===== src/rtl/sequenceur_lancer_if.sv =====
// -----------------------------------------------------------------------------
// sequenceur_lancer_if
// Groups the button inputs and the command/display outputs of the dice-roller
// front-end controller.
//   suivant_n, lancer_n : raw active-low push buttons (0 = pressed)
//   suivant             : one-cycle strobe, advance die type
//   roule               : roll unit keeps randomising while high
//   fige                : one-cycle strobe, roll unit latches its result
//   affiche_anim        : 1 = displays show anim_seg, 0 = show result
//   anim_seg            : rotating segment pattern, active-low, bit0=a..bit6=g
//   occupe              : high while the rolling animation runs
// Modports: master = button side / observer, slave = controller.
// -----------------------------------------------------------------------------
interface sequenceur_lancer_if;
  logic       suivant_n;
  logic       lancer_n;
  logic       suivant;
  logic       roule;
  logic       fige;
  logic       affiche_anim;
  logic [6:0] anim_seg;
  logic       occupe;

  modport master (
    output suivant_n,
    output lancer_n,
    input  suivant,
    input  roule,
    input  fige,
    input  affiche_anim,
    input  anim_seg,
    input  occupe
  );

  modport slave (
    input  suivant_n,
    input  lancer_n,
    output suivant,
    output roule,
    output fige,
    output affiche_anim,
    output anim_seg,
    output occupe
  );
endinterface


===== src/rtl/sequenceur_lancer.sv =====
// -----------------------------------------------------------------------------
// sequenceur_lancer
// Front-end controller of the dice roller. Each active-low button goes through
// a 2-flop synchroniser and a debouncer; a debounced press (1->0) becomes a
// single-cycle command. A three-state FSM (REPOS / ANIM / RESULTAT) times the
// rolling animation and emits the freeze strobe at its end.
// Ports:
//   clk      : system clock
//   reset_n  : asynchronous active-low reset
//   bus      : sequenceur_lancer_if.slave (buttons in, commands/display out)
// Parameters:
//   DEBOUNCE_CYC : stable cycles needed to accept a button level change
//   ANIM_CYC     : length of the rolling phase in cycles
//   ANIM_STEP    : cycles per animation segment (ANIM_STEP <= ANIM_CYC)
// -----------------------------------------------------------------------------
module sequenceur_lancer #(
  parameter int DEBOUNCE_CYC = 500000,
  parameter int ANIM_CYC     = 25000000,
  parameter int ANIM_STEP    = 2500000
) (
  input logic                clk,
  input logic                reset_n,
  sequenceur_lancer_if.slave bus
);

  // Counter widths, never below one bit.
  localparam int DB_W = (DEBOUNCE_CYC > 1) ? $clog2(DEBOUNCE_CYC) : 1;
  localparam int AN_W = (ANIM_CYC > 1) ? $clog2(ANIM_CYC) : 1;
  localparam int ST_W = (ANIM_STEP > 1) ? $clog2(ANIM_STEP) : 1;

  localparam logic [DB_W-1:0] DB_LAST = DB_W'(DEBOUNCE_CYC - 1);
  localparam logic [AN_W-1:0] AN_LAST = AN_W'(ANIM_CYC - 1);
  localparam logic [ST_W-1:0] ST_LAST = ST_W'(ANIM_STEP - 1);

  localparam int BTN_SUIV = 0;
  localparam int BTN_LANC = 1;

  typedef enum logic [1:0] {
    REPOS    = 2'd0,
    ANIM     = 2'd1,
    RESULTAT = 2'd2
  } state_t;

  // Active-low one-hot-ish rotation over segments a..f; g is never lit.
  function automatic logic [6:0] seg_pattern(input logic [2:0] idx);
    logic [6:0] pat;
    case (idx)
      3'd0:    pat = 7'h7E;
      3'd1:    pat = 7'h7D;
      3'd2:    pat = 7'h7B;
      3'd3:    pat = 7'h77;
      3'd4:    pat = 7'h6F;
      3'd5:    pat = 7'h5F;
      default: pat = 7'h7F;
    endcase
    return pat;
  endfunction

  logic [1:0] raw_s;
  logic [1:0] press_s;
  logic [1:0] fill_r;

  assign raw_s = {bus.lancer_n, bus.suivant_n};

  // Tracks when the synchroniser holds genuine samples (two cycles after reset),
  // so the reset value of the sync flops is never mistaken for a released button.
  always_ff @(posedge clk or negedge reset_n) begin
    if (!reset_n) begin
      fill_r <= 2'b00;
    end else begin
      fill_r <= {fill_r[0], 1'b1};
    end
  end

  for (genvar g = 0; g < 2; g++) begin : g_btn
    logic            sync1_r;
    logic            sync2_r;
    logic            deb_r;
    logic            armed_r;
    logic [DB_W-1:0] cnt_r;

    // Two-flop synchroniser for the raw button level.
    always_ff @(posedge clk or negedge reset_n) begin
      if (!reset_n) begin
        sync1_r <= 1'b1;
        sync2_r <= 1'b1;
      end else begin
        sync1_r <= raw_s[g];
        sync2_r <= sync1_r;
      end
    end

    // Debouncer: the new level is accepted after DEBOUNCE_CYC consecutive
    // differing samples; any agreeing sample restarts the count.
    always_ff @(posedge clk or negedge reset_n) begin
      if (!reset_n) begin
        deb_r <= 1'b1;
        cnt_r <= {DB_W{1'b0}};
      end else if (sync2_r == deb_r) begin
        cnt_r <= {DB_W{1'b0}};
      end else if (cnt_r == DB_LAST) begin
        deb_r <= sync2_r;
        cnt_r <= {DB_W{1'b0}};
      end else begin
        cnt_r <= cnt_r + DB_W'(1);
      end
    end

    // A button only becomes live once it has been seen released after reset,
    // so a button held through reset release never produces a press.
    always_ff @(posedge clk or negedge reset_n) begin
      if (!reset_n) begin
        armed_r <= 1'b0;
      end else if (fill_r[1] && sync2_r && deb_r) begin
        armed_r <= 1'b1;
      end else begin
        armed_r <= armed_r;
      end
    end

    // Press is flagged in the cycle the debouncer accepts the 1->0 change, so
    // the FSM reacts on the same edge that lowers the debounced level.
    assign press_s[g] = armed_r & deb_r & ~sync2_r & (cnt_r == DB_LAST);
  end

  logic lancer_ev_s;
  logic suivant_ev_s;

  assign lancer_ev_s  = press_s[BTN_LANC];
  assign suivant_ev_s = press_s[BTN_SUIV];

  state_t          state_r;
  state_t          state_nx_s;
  logic [AN_W-1:0] anim_cnt_r;
  logic [AN_W-1:0] anim_cnt_nx_s;
  logic [ST_W-1:0] step_cnt_r;
  logic [ST_W-1:0] step_cnt_nx_s;
  logic [2:0]      idx_r;
  logic [2:0]      idx_nx_s;
  logic            suivant_nx_s;
  logic            fige_nx_s;
  logic            roule_nx_s;
  logic            affiche_nx_s;
  logic            occupe_nx_s;
  logic [6:0]      anim_seg_nx_s;

  logic            suivant_r;
  logic            fige_r;
  logic            roule_r;
  logic            affiche_r;
  logic            occupe_r;
  logic [6:0]      anim_seg_r;

  // Next-state and command logic; counters default to zero so entering ANIM
  // from any state reloads them.
  always_comb begin
    state_nx_s    = state_r;
    anim_cnt_nx_s = {AN_W{1'b0}};
    step_cnt_nx_s = {ST_W{1'b0}};
    idx_nx_s      = 3'd0;
    suivant_nx_s  = 1'b0;
    fige_nx_s     = 1'b0;
    case (state_r)
      REPOS: begin
        if (lancer_ev_s) begin
          state_nx_s = ANIM;
        end else if (suivant_ev_s) begin
          suivant_nx_s = 1'b1;
          state_nx_s   = REPOS;
        end else begin
          state_nx_s = REPOS;
        end
      end
      ANIM: begin
        // Button events are simply ignored here, never queued.
        if (anim_cnt_r == AN_LAST) begin
          state_nx_s = RESULTAT;
          fige_nx_s  = 1'b1;
        end else begin
          state_nx_s    = ANIM;
          anim_cnt_nx_s = anim_cnt_r + AN_W'(1);
          if (step_cnt_r == ST_LAST) begin
            step_cnt_nx_s = {ST_W{1'b0}};
            if (idx_r == 3'd5) begin
              idx_nx_s = 3'd0;
            end else begin
              idx_nx_s = idx_r + 3'd1;
            end
          end else begin
            step_cnt_nx_s = step_cnt_r + ST_W'(1);
            idx_nx_s      = idx_r;
          end
        end
      end
      RESULTAT: begin
        if (lancer_ev_s) begin
          state_nx_s = ANIM;
        end else if (suivant_ev_s) begin
          suivant_nx_s = 1'b1;
          state_nx_s   = REPOS;
        end else begin
          state_nx_s = RESULTAT;
        end
      end
      default: begin
        state_nx_s = REPOS;
      end
    endcase
  end

  // Level outputs follow the state being entered so they register together
  // with the state; this makes roule fall on the same edge fige rises.
  always_comb begin
    roule_nx_s    = 1'b0;
    affiche_nx_s  = 1'b0;
    occupe_nx_s   = 1'b0;
    anim_seg_nx_s = 7'h7F;
    if (state_nx_s == ANIM) begin
      roule_nx_s    = 1'b1;
      affiche_nx_s  = 1'b1;
      occupe_nx_s   = 1'b1;
      anim_seg_nx_s = seg_pattern(idx_nx_s);
    end else begin
      roule_nx_s    = 1'b0;
      affiche_nx_s  = 1'b0;
      occupe_nx_s   = 1'b0;
      anim_seg_nx_s = 7'h7F;
    end
  end

  // State, animation counters and registered outputs.
  always_ff @(posedge clk or negedge reset_n) begin
    if (!reset_n) begin
      state_r    <= REPOS;
      anim_cnt_r <= {AN_W{1'b0}};
      step_cnt_r <= {ST_W{1'b0}};
      idx_r      <= 3'd0;
      suivant_r  <= 1'b0;
      fige_r     <= 1'b0;
      roule_r    <= 1'b0;
      affiche_r  <= 1'b0;
      occupe_r   <= 1'b0;
      anim_seg_r <= 7'h7F;
    end else begin
      state_r    <= state_nx_s;
      anim_cnt_r <= anim_cnt_nx_s;
      step_cnt_r <= step_cnt_nx_s;
      idx_r      <= idx_nx_s;
      suivant_r  <= suivant_nx_s;
      fige_r     <= fige_nx_s;
      roule_r    <= roule_nx_s;
      affiche_r  <= affiche_nx_s;
      occupe_r   <= occupe_nx_s;
      anim_seg_r <= anim_seg_nx_s;
    end
  end

  assign bus.suivant      = suivant_r;
  assign bus.fige         = fige_r;
  assign bus.roule        = roule_r;
  assign bus.affiche_anim = affiche_r;
  assign bus.occupe       = occupe_r;
  assign bus.anim_seg     = anim_seg_r;

endmodule


===== src/flat_wrapper.sv =====
// flat-port wrapper written by rule: the top's interface ports become plain ports
module sequenceur_lancer_flat 
#(
  parameter int DEBOUNCE_CYC = 500000,
  parameter int ANIM_CYC     = 25000000,
  parameter int ANIM_STEP    = 2500000
)
  (clk, reset_n, bus_suivant_n, bus_lancer_n, bus_suivant, bus_roule, bus_fige, bus_affiche_anim, bus_anim_seg, bus_occupe);
  sequenceur_lancer_if bus_i ();
  input logic clk;
  input logic reset_n;
  input wire logic [$bits(bus_i.suivant_n)-1:0] bus_suivant_n;
  input wire logic [$bits(bus_i.lancer_n)-1:0] bus_lancer_n;
  output wire logic [$bits(bus_i.suivant)-1:0] bus_suivant;
  output wire logic [$bits(bus_i.roule)-1:0] bus_roule;
  output wire logic [$bits(bus_i.fige)-1:0] bus_fige;
  output wire logic [$bits(bus_i.affiche_anim)-1:0] bus_affiche_anim;
  output wire logic [$bits(bus_i.anim_seg)-1:0] bus_anim_seg;
  output wire logic [$bits(bus_i.occupe)-1:0] bus_occupe;
  assign bus_i.suivant_n = bus_suivant_n;
  assign bus_i.lancer_n = bus_lancer_n;
  assign bus_suivant = bus_i.suivant;
  assign bus_roule = bus_i.roule;
  assign bus_fige = bus_i.fige;
  assign bus_affiche_anim = bus_i.affiche_anim;
  assign bus_anim_seg = bus_i.anim_seg;
  assign bus_occupe = bus_i.occupe;
  sequenceur_lancer #(.DEBOUNCE_CYC(DEBOUNCE_CYC), .ANIM_CYC(ANIM_CYC), .ANIM_STEP(ANIM_STEP)) u_core (.clk(clk), .reset_n(reset_n), .bus(bus_i));
endmodule

===== config.mk =====
export PLATFORM = sky130hd
export DESIGN_NAME = sequenceur_lancer_flat
export DESIGN_NICKNAME = d
export VERILOG_FILES = /design/src/rtl/sequenceur_lancer_if.sv /design/src/rtl/sequenceur_lancer.sv /design/src/flat_wrapper.sv
export SDC_FILE = /design/constraint.sdc
export NUM_CORES = 1
export LEC_CHECK = 0
export ABC_CLOCK_PERIOD_IN_PS = 3700
export CAP_MARGIN = 40
export CELL_PAD_IN_SITES_DETAIL_PLACEMENT = 1
export CELL_PAD_IN_SITES_GLOBAL_PLACEMENT = 2
export CORE_ASPECT_RATIO = 0.7
export CORE_MARGIN = 3
export CORE_UTILIZATION = 45
export CTS_CLUSTER_DIAMETER = 60
export CTS_CLUSTER_SIZE = 28
export DETAILED_ROUTE_END_ITERATION = 12
export DONT_BUFFER_PORTS = 1
export HOLD_SLACK_MARGIN = 0.05
export PLACE_DENSITY_LB_ADDON = 0.1
export SLEW_MARGIN = 20
export SYNTH_ARGS = -nofsm -noshare
export SYNTH_HDL_FRONTEND = slang
export SYNTH_SLANG_ARGS = --single-unit
export TNS_END_PERCENT = 1

===== constraint.sdc =====
create_clock -name clk -period 3.7 [get_ports clk]
set_input_delay 0.185 -clock clk [delete_from_list [all_inputs] [get_ports clk]]
set_output_delay 0.185 -clock clk [all_outputs]
set_load 0.05 [all_outputs]

Word level (Yosys, flattened, before mapping) --
Cells that the tools add are included.
Word-level totals: input bits 4, register bits after elaboration 110, logic and storage cells 84, output and inout port bits 12
Operators by class: eq/ne operators 15, bitwise operators 10, add/sub/neg operators 5, reductions and logical operators 9, mux-type cells 26
Operators by type and width (number):
- $mux 19 | 4
- $mux 22 | 3
- $mux 25 | 2
- $add 19x1->19 const B | 2
- $eq 19x19->1 const B | 2
- $pmux 6 s6 | 1
- $add 25x1->25 const B | 1
- $eq 25x25->1 const B | 1
- $add 22x1->22 const B | 1
- $eq 22x22->1 const B | 1
- $mux 3 | 4
- $eq 3x3->1 const B | 3
- $mux 1 | 7
- $and 1x1->1 | 6
- $eq 3x2->1 const B | 2
- $mux 2 | 3
- $mux 6 | 1
- $pmux 2 s3 | 1
- $eq 2x1->1 const B | 2
- $logic_and 1x1->1 | 4
- $not 1->1 | 4
- $reduce_and 2->1 | 2
- $add 3x1->3 const B | 1
- $eq 3x1->1 const B | 1
- other kinds (5) | 6

Logic depth before layout (Yosys ltp) --
word-level depth 8, depth in mapped cells 8, depth with buffers taken out 6

Worst setup path before layout --
No wires, ideal clock.
kind register to register, start point register u_core.step_cnt_r[0], end point register u_core.anim_seg_r[4] (netlist: u_core.bus.anim_seg[4]), data required time 3.623 ns, stages on the path, launching flop included 7, period minus slack after synthesis 1.821 ns, setup time 0.077 ns, buffers on the path 0, arrival 1.744 ns, path slack 1.879 ns, cells stage by stage dfrtp_1 -> ha_1 -> and3_1 -> nand4_1 -> nor4_2 -> or4b_2 -> a21o_1
Between the ends: cells in the longest elaborated chain, start to end 7, elaborated cells between the ends (all ways) 12, classes of those cells eq/ne (6); mux (5); reduce/logical (1)
Ends and longest elaborated chain:
- from (decl) | line sequenceur_lancer.sv:136 | logic [ST_W-1:0] step_cnt_r;
- from (signal assigned) | line sequenceur_lancer.sv:236 | step_cnt_r <= {ST_W{1'b0}};
- from (signal assigned) | line sequenceur_lancer.sv:247 | step_cnt_r <= step_cnt_nx_s;
- $eq 22x22->1 * | line sequenceur_lancer.sv:182 | if (step_cnt_r == ST_LAST) begin
- $mux 3 * | line sequenceur_lancer.sv:182
- $mux 3 * | line sequenceur_lancer.sv:176 | if (anim_cnt_r == AN_LAST) begin
- $mux 3 * | line sequenceur_lancer.sv:163 | case (state_r)
- $eq 3x3->1, or another cell as far along | line sequenceur_lancer.sv:47 | case (idx)
- $pmux 6 s6 * | line sequenceur_lancer.sv:47
- $mux 6 * | line sequenceur_lancer.sv:218 | if (state_nx_s == ANIM) begin
- via u_core.anim_seg_nx_s[4] | line sequenceur_lancer.sv:145 | logic [6:0] anim_seg_nx_s;
- to (signal assigned) | line sequenceur_lancer.sv:254 | anim_seg_r <= anim_seg_nx_s;
- to (decl) | line sequenceur_lancer.sv:152 | logic [6:0] anim_seg_r;
Mark *: on every way through the listed nets, which the timed path passes. The rest lies on a longest branch. A chain may end at the register's enable or synchronous reset.

Worst setup path in the final report --
start point register u_core.anim_cnt_r[0], end point register u_core.step_cnt_r[12]
Between the ends: cells in the longest elaborated chain, start to end 3
Ends and longest elaborated chain:
- from (decl) | line sequenceur_lancer.sv:134 | logic [AN_W-1:0] anim_cnt_r;
- from (signal assigned) | line sequenceur_lancer.sv:235 | anim_cnt_r <= {AN_W{1'b0}};
- from (signal assigned) | line sequenceur_lancer.sv:246 | anim_cnt_r <= anim_cnt_nx_s;
- $eq 25x25->1 | line sequenceur_lancer.sv:176
- $mux 22 | line sequenceur_lancer.sv:176
- $mux 22 | line sequenceur_lancer.sv:163
- via u_core.step_cnt_nx_s[12] | line sequenceur_lancer.sv:137 | logic [ST_W-1:0] step_cnt_nx_s;
The timed path passes the listed nets, and every way through them passes these cells.

==> results.json <==
{
  "run_status": "finished clean",
  "post_drt_wl_per_cell_um": 16.40,
  "die_w_um": 134.3,
  "viasPerCell": 5.274,
  "rsz0062_at_grt": "false",
  "drv_cap": 0,
  "sw_frac_of_total": 0.2352,
  "syn2layout_area_growth_pct": 8.667,
  "hp-class": "reg -> reg",
  "cts_root_buffer": "clkbuf_16",
  "numCtsBuffers": 9,
  "start_util": 0.4656,
  "cpLargestDelayFamily": "simple AND/OR/NAND/NOR gates",
  "ioPinCount": 16,
  "gr-total-overflow": 0,
  "grt_max_degree": 110,
  "setup_ws_ps": 1351,
  "syn_area_um2": 5182,
  "seq_power_share": 0.548,
  "grtUsageTotal": 0.1826,
  "r2r_cells": 5,
  "clock_power_share": 0.430,
  "p_int_mw": 1.688,
  "fill_cells": 1283,
  "start_kind": "flip-flop",
  "synth_seq_area_share": 0.5292,
  "synth_common_cells": "nor2_1 (100), dfrtp_1 (97), xnor2_1 (41), xor2_1 (36), nand3_1 (34)",
  "drt-pass1-iter-count": 4,
  "required_ps": 3920,
  "synth_seq_cells": 109,
  "coreArea_um2": 11130,
  "period_needed_ps": 2349,
  "slew-limit-headroom": 0.5143,
  "setup_tns_ps": 0,
  "vias": 3470,
  "dp_cells": 638,
  "cts.sinks": 109,
  "p_leak_nw": 2.244,
  "dp_hpwl_um": 7370,
  "stdcell_count": 658,
  "ys_top_cells_by_area": "dfrtp_1 (47%), nor2_1 (7.2%), xnor2_1 (6.9%)",
  "worstSetupPathType": "reg -> reg",
  "yosys.cell_types.count": 51,
  "worst_skew_pair.late_latency_ps": 350,
  "grt_pass1_wl_um": 18580,
  "antenna_found_initial": 0,
  "post_cts_buffers": 0,
  "cts_tree": "built",
  "drv_slew": 0,
  "antenna_cells": 0,
  "synth_flop_cell": "dfrtp_1",
  "post-route-period-util": 0.6350,
  "min_path_cells": 0,
  "cts_buffer_depth": 2,
  "drc": 0,
  "dp_slack_ps": 1350,
  "io_buffer_count": 0,
  "yosysMostFrequentCell": "nor2_1",
  "ir_worst_vdd_mv": 0.2171,
  "power_frac_comb": 0.022,
  "syn_area_per_cell_um2": 10.45,
  "drt-initial-drc-count": 135,
  "ys_warn_count": 0,
  "die_y_um": 95.79,
  "crit_path_end_kind": "flip-flop",
  "fin_worst_skew_ps": 8.410,
  "hold_viol_final": 0,
  "synth_cells": 496,
  "power.switching_uw": 519.1,
  "row_count": 32,
  "crit_path_max_incr_delay_ps": 620,
  "yosysTopAreaCellShare": 0.4684,
  "path_buf_inv": 0,
  "critical_path_depth": 5,
  "crit_chain": "ha_1 > nand3_2 > o311ai_4 > or2_2 > nor2_1",
  "htreeDepth": 3,
  "cts.clk_slew.worst_paths_ps": 80,
  "setup_viol_count_final": 0,
  "fin_nets": 508,
  "yosys.area.top_type": "dfrtp_1",
  "power_mw": 2.207,
  "synth-edff-count": 0,
  "worstPathMaxFanout": 20,
  "worst_pin_slew_ps": 718.4,
  "max_freq_ghz": 0.4256,
  "worstPathArrival_ps": 2570,
  "routed_wl_um": 10790,
  "grt_pass1_vias": 3678,
  "synthArstFlopShare": 1.000,
  "dieArea_um2": 12860,
  "gp_congestion": 0.6896,
  "p_per_area_nw_per_um2": 391.9,
  "crit_slowest_cell": "o311ai_4",
  "ant_nets": 0,
  "drive_above_1_share": 0.1149
}
[cells by family after synthesis]
group / count (synthesis) / synth area share
AO/OA/AOI/OAI: 19 / 0.02946
XOR/XNOR: 78 / 0.1354
adder cells (fa/ha/maj): 4 / 0.009658
buffers and inverters: 29 / 0.03259
flip-flops: 109 / 0.5292
multiplexers: 2 / 0.004345
other: 1 / 0.0007236
AND/OR/NAND/NOR: 254 / 0.2586
[power by group through the flow]
stage / registers (mW) / logic, mW / clock network (mW)
floorplan: 1.23 / 0.0180 / 0
global placement: 1.23 / 0.0197 / 0
detailed placement: 1.23 / 0.0201 / 0
CTS: 1.21 / 0.0508 / 0.984
global route: 1.21 / 0.0572 / 1.03
finish: 1.21 / 0.0479 / 0.950
[flip-flops by register name, summed over array words and instances, names as in the netlist]
register,count
u_core.anim_cnt_r,25
u_core.bus.anim_seg,6
u_core.bus.fige,1
u_core.bus.roule,1
u_core.bus.suivant,1
u_core.fill_r,2
u_core.g_btn.armed_r,2
u_core.g_btn.cnt_r,38
u_core.g_btn.deb_r,2
u_core.g_btn.sync1_r,2
u_core.g_btn.sync2_r,2
u_core.idx_r,3
u_core.state_r,2
u_core.step_cnt_r,22
[layout make-up]
class / instances / area (um2) / share of cell area
flip-flops and latches: 109 / 2743 / 0.4870
multi-input cells: 359 / 2275 / 0.4039
clock buffers: 9 / 225.2 / 0.03999
inverters: 14 / 52.55 / 0.009331
well taps: 153 / 191.4 / 0.03399
clock inverters: 7 / 65.06 / 0.01155
repair buffers: 7 / 80.08 / 0.01422
[cells in the final DEF, fill, tap and decap left out, drive strengths merged, types with 2 or more instances in the layout]
cell,n
nand2,21
a21oi,4
inv,19
nor2,100
and4bb,2
mux2,2
clkbuf,9
xor2,37
ha,4
conb,2
xnor2,41
and2b,2
o21ai,3
nand4b,4
and3,16
o31ai,3
and4,6
or3,2
or2,3
a21bo,2
dfrtp,97
dfstp,12
dlygate4sd3,3
nor3,11
and2,3
nand4,22
nand3,35
buf,4
a31o,3
nor2b,3
nor3b,2
nor4,14
nor4b,5
[stage by stage]
step | area (um2) | hold slack, ps | utilization
3_3_place_gp | 5284 | -107.9 | 0.4747
2_1_floorplan | 5186 | -110.6 | -
3_5_place_dp | 5284 | -107.0 | 0.4747
4_1_cts | 5632 | 352.2 | 0.5060
6_report | 5632 | 353.3 | 0.5060
5_1_grt | 5632 | 360.1 | 0.5060
[per-layer routing]
layer  share of wire  up-vias  GRT usage  routed length [um]
li1                -     1701          -                   -
met5               0        -          0                   0
met3           0.021       15    0.03553                 229
met2            0.45       29     0.2906                4877
met4           0.014        0    0.05254                 153
met1            0.51     1725     0.2572                5534
[worst paths after layout]
| check | from | endpoint | slack [ps] |
|---|---|---|---|
| min reg2reg | u_core.fill_r[0]$_DFF_PN0_ | u_core.fill_r[1]$_DFF_PN0_ | 350 |
| max in group asynchronous | reset_n | u_core.bus.anim_seg[4]$_DFF_PN1_ | 2820 |
| min | u_core.fill_r[0]$_DFF_PN0_ | u_core.fill_r[1]$_DFF_PN0_ | 350 |
| max | u_core.anim_cnt_r[0]$_DFF_PN0_ | u_core.step_cnt_r[12]$_DFF_PN0_ | 1350 |
| max reg2reg | u_core.anim_cnt_r[0]$_DFF_PN0_ | u_core.step_cnt_r[12]$_DFF_PN0_ | 1350 |
| min in group asynchronous | reset_n | u_core.g_btn[0].cnt_r[10]$_DFF_PN0_ | 490 |
[repair_timing]
| action | CTS | global route |
|---|---|---|
| hold endpoints to repair | 111 | 0 |
| hold buffers | 4 | 0 |
| gates resized for setup | 0 | 0 |
Power figures use the tool's default switching activity.
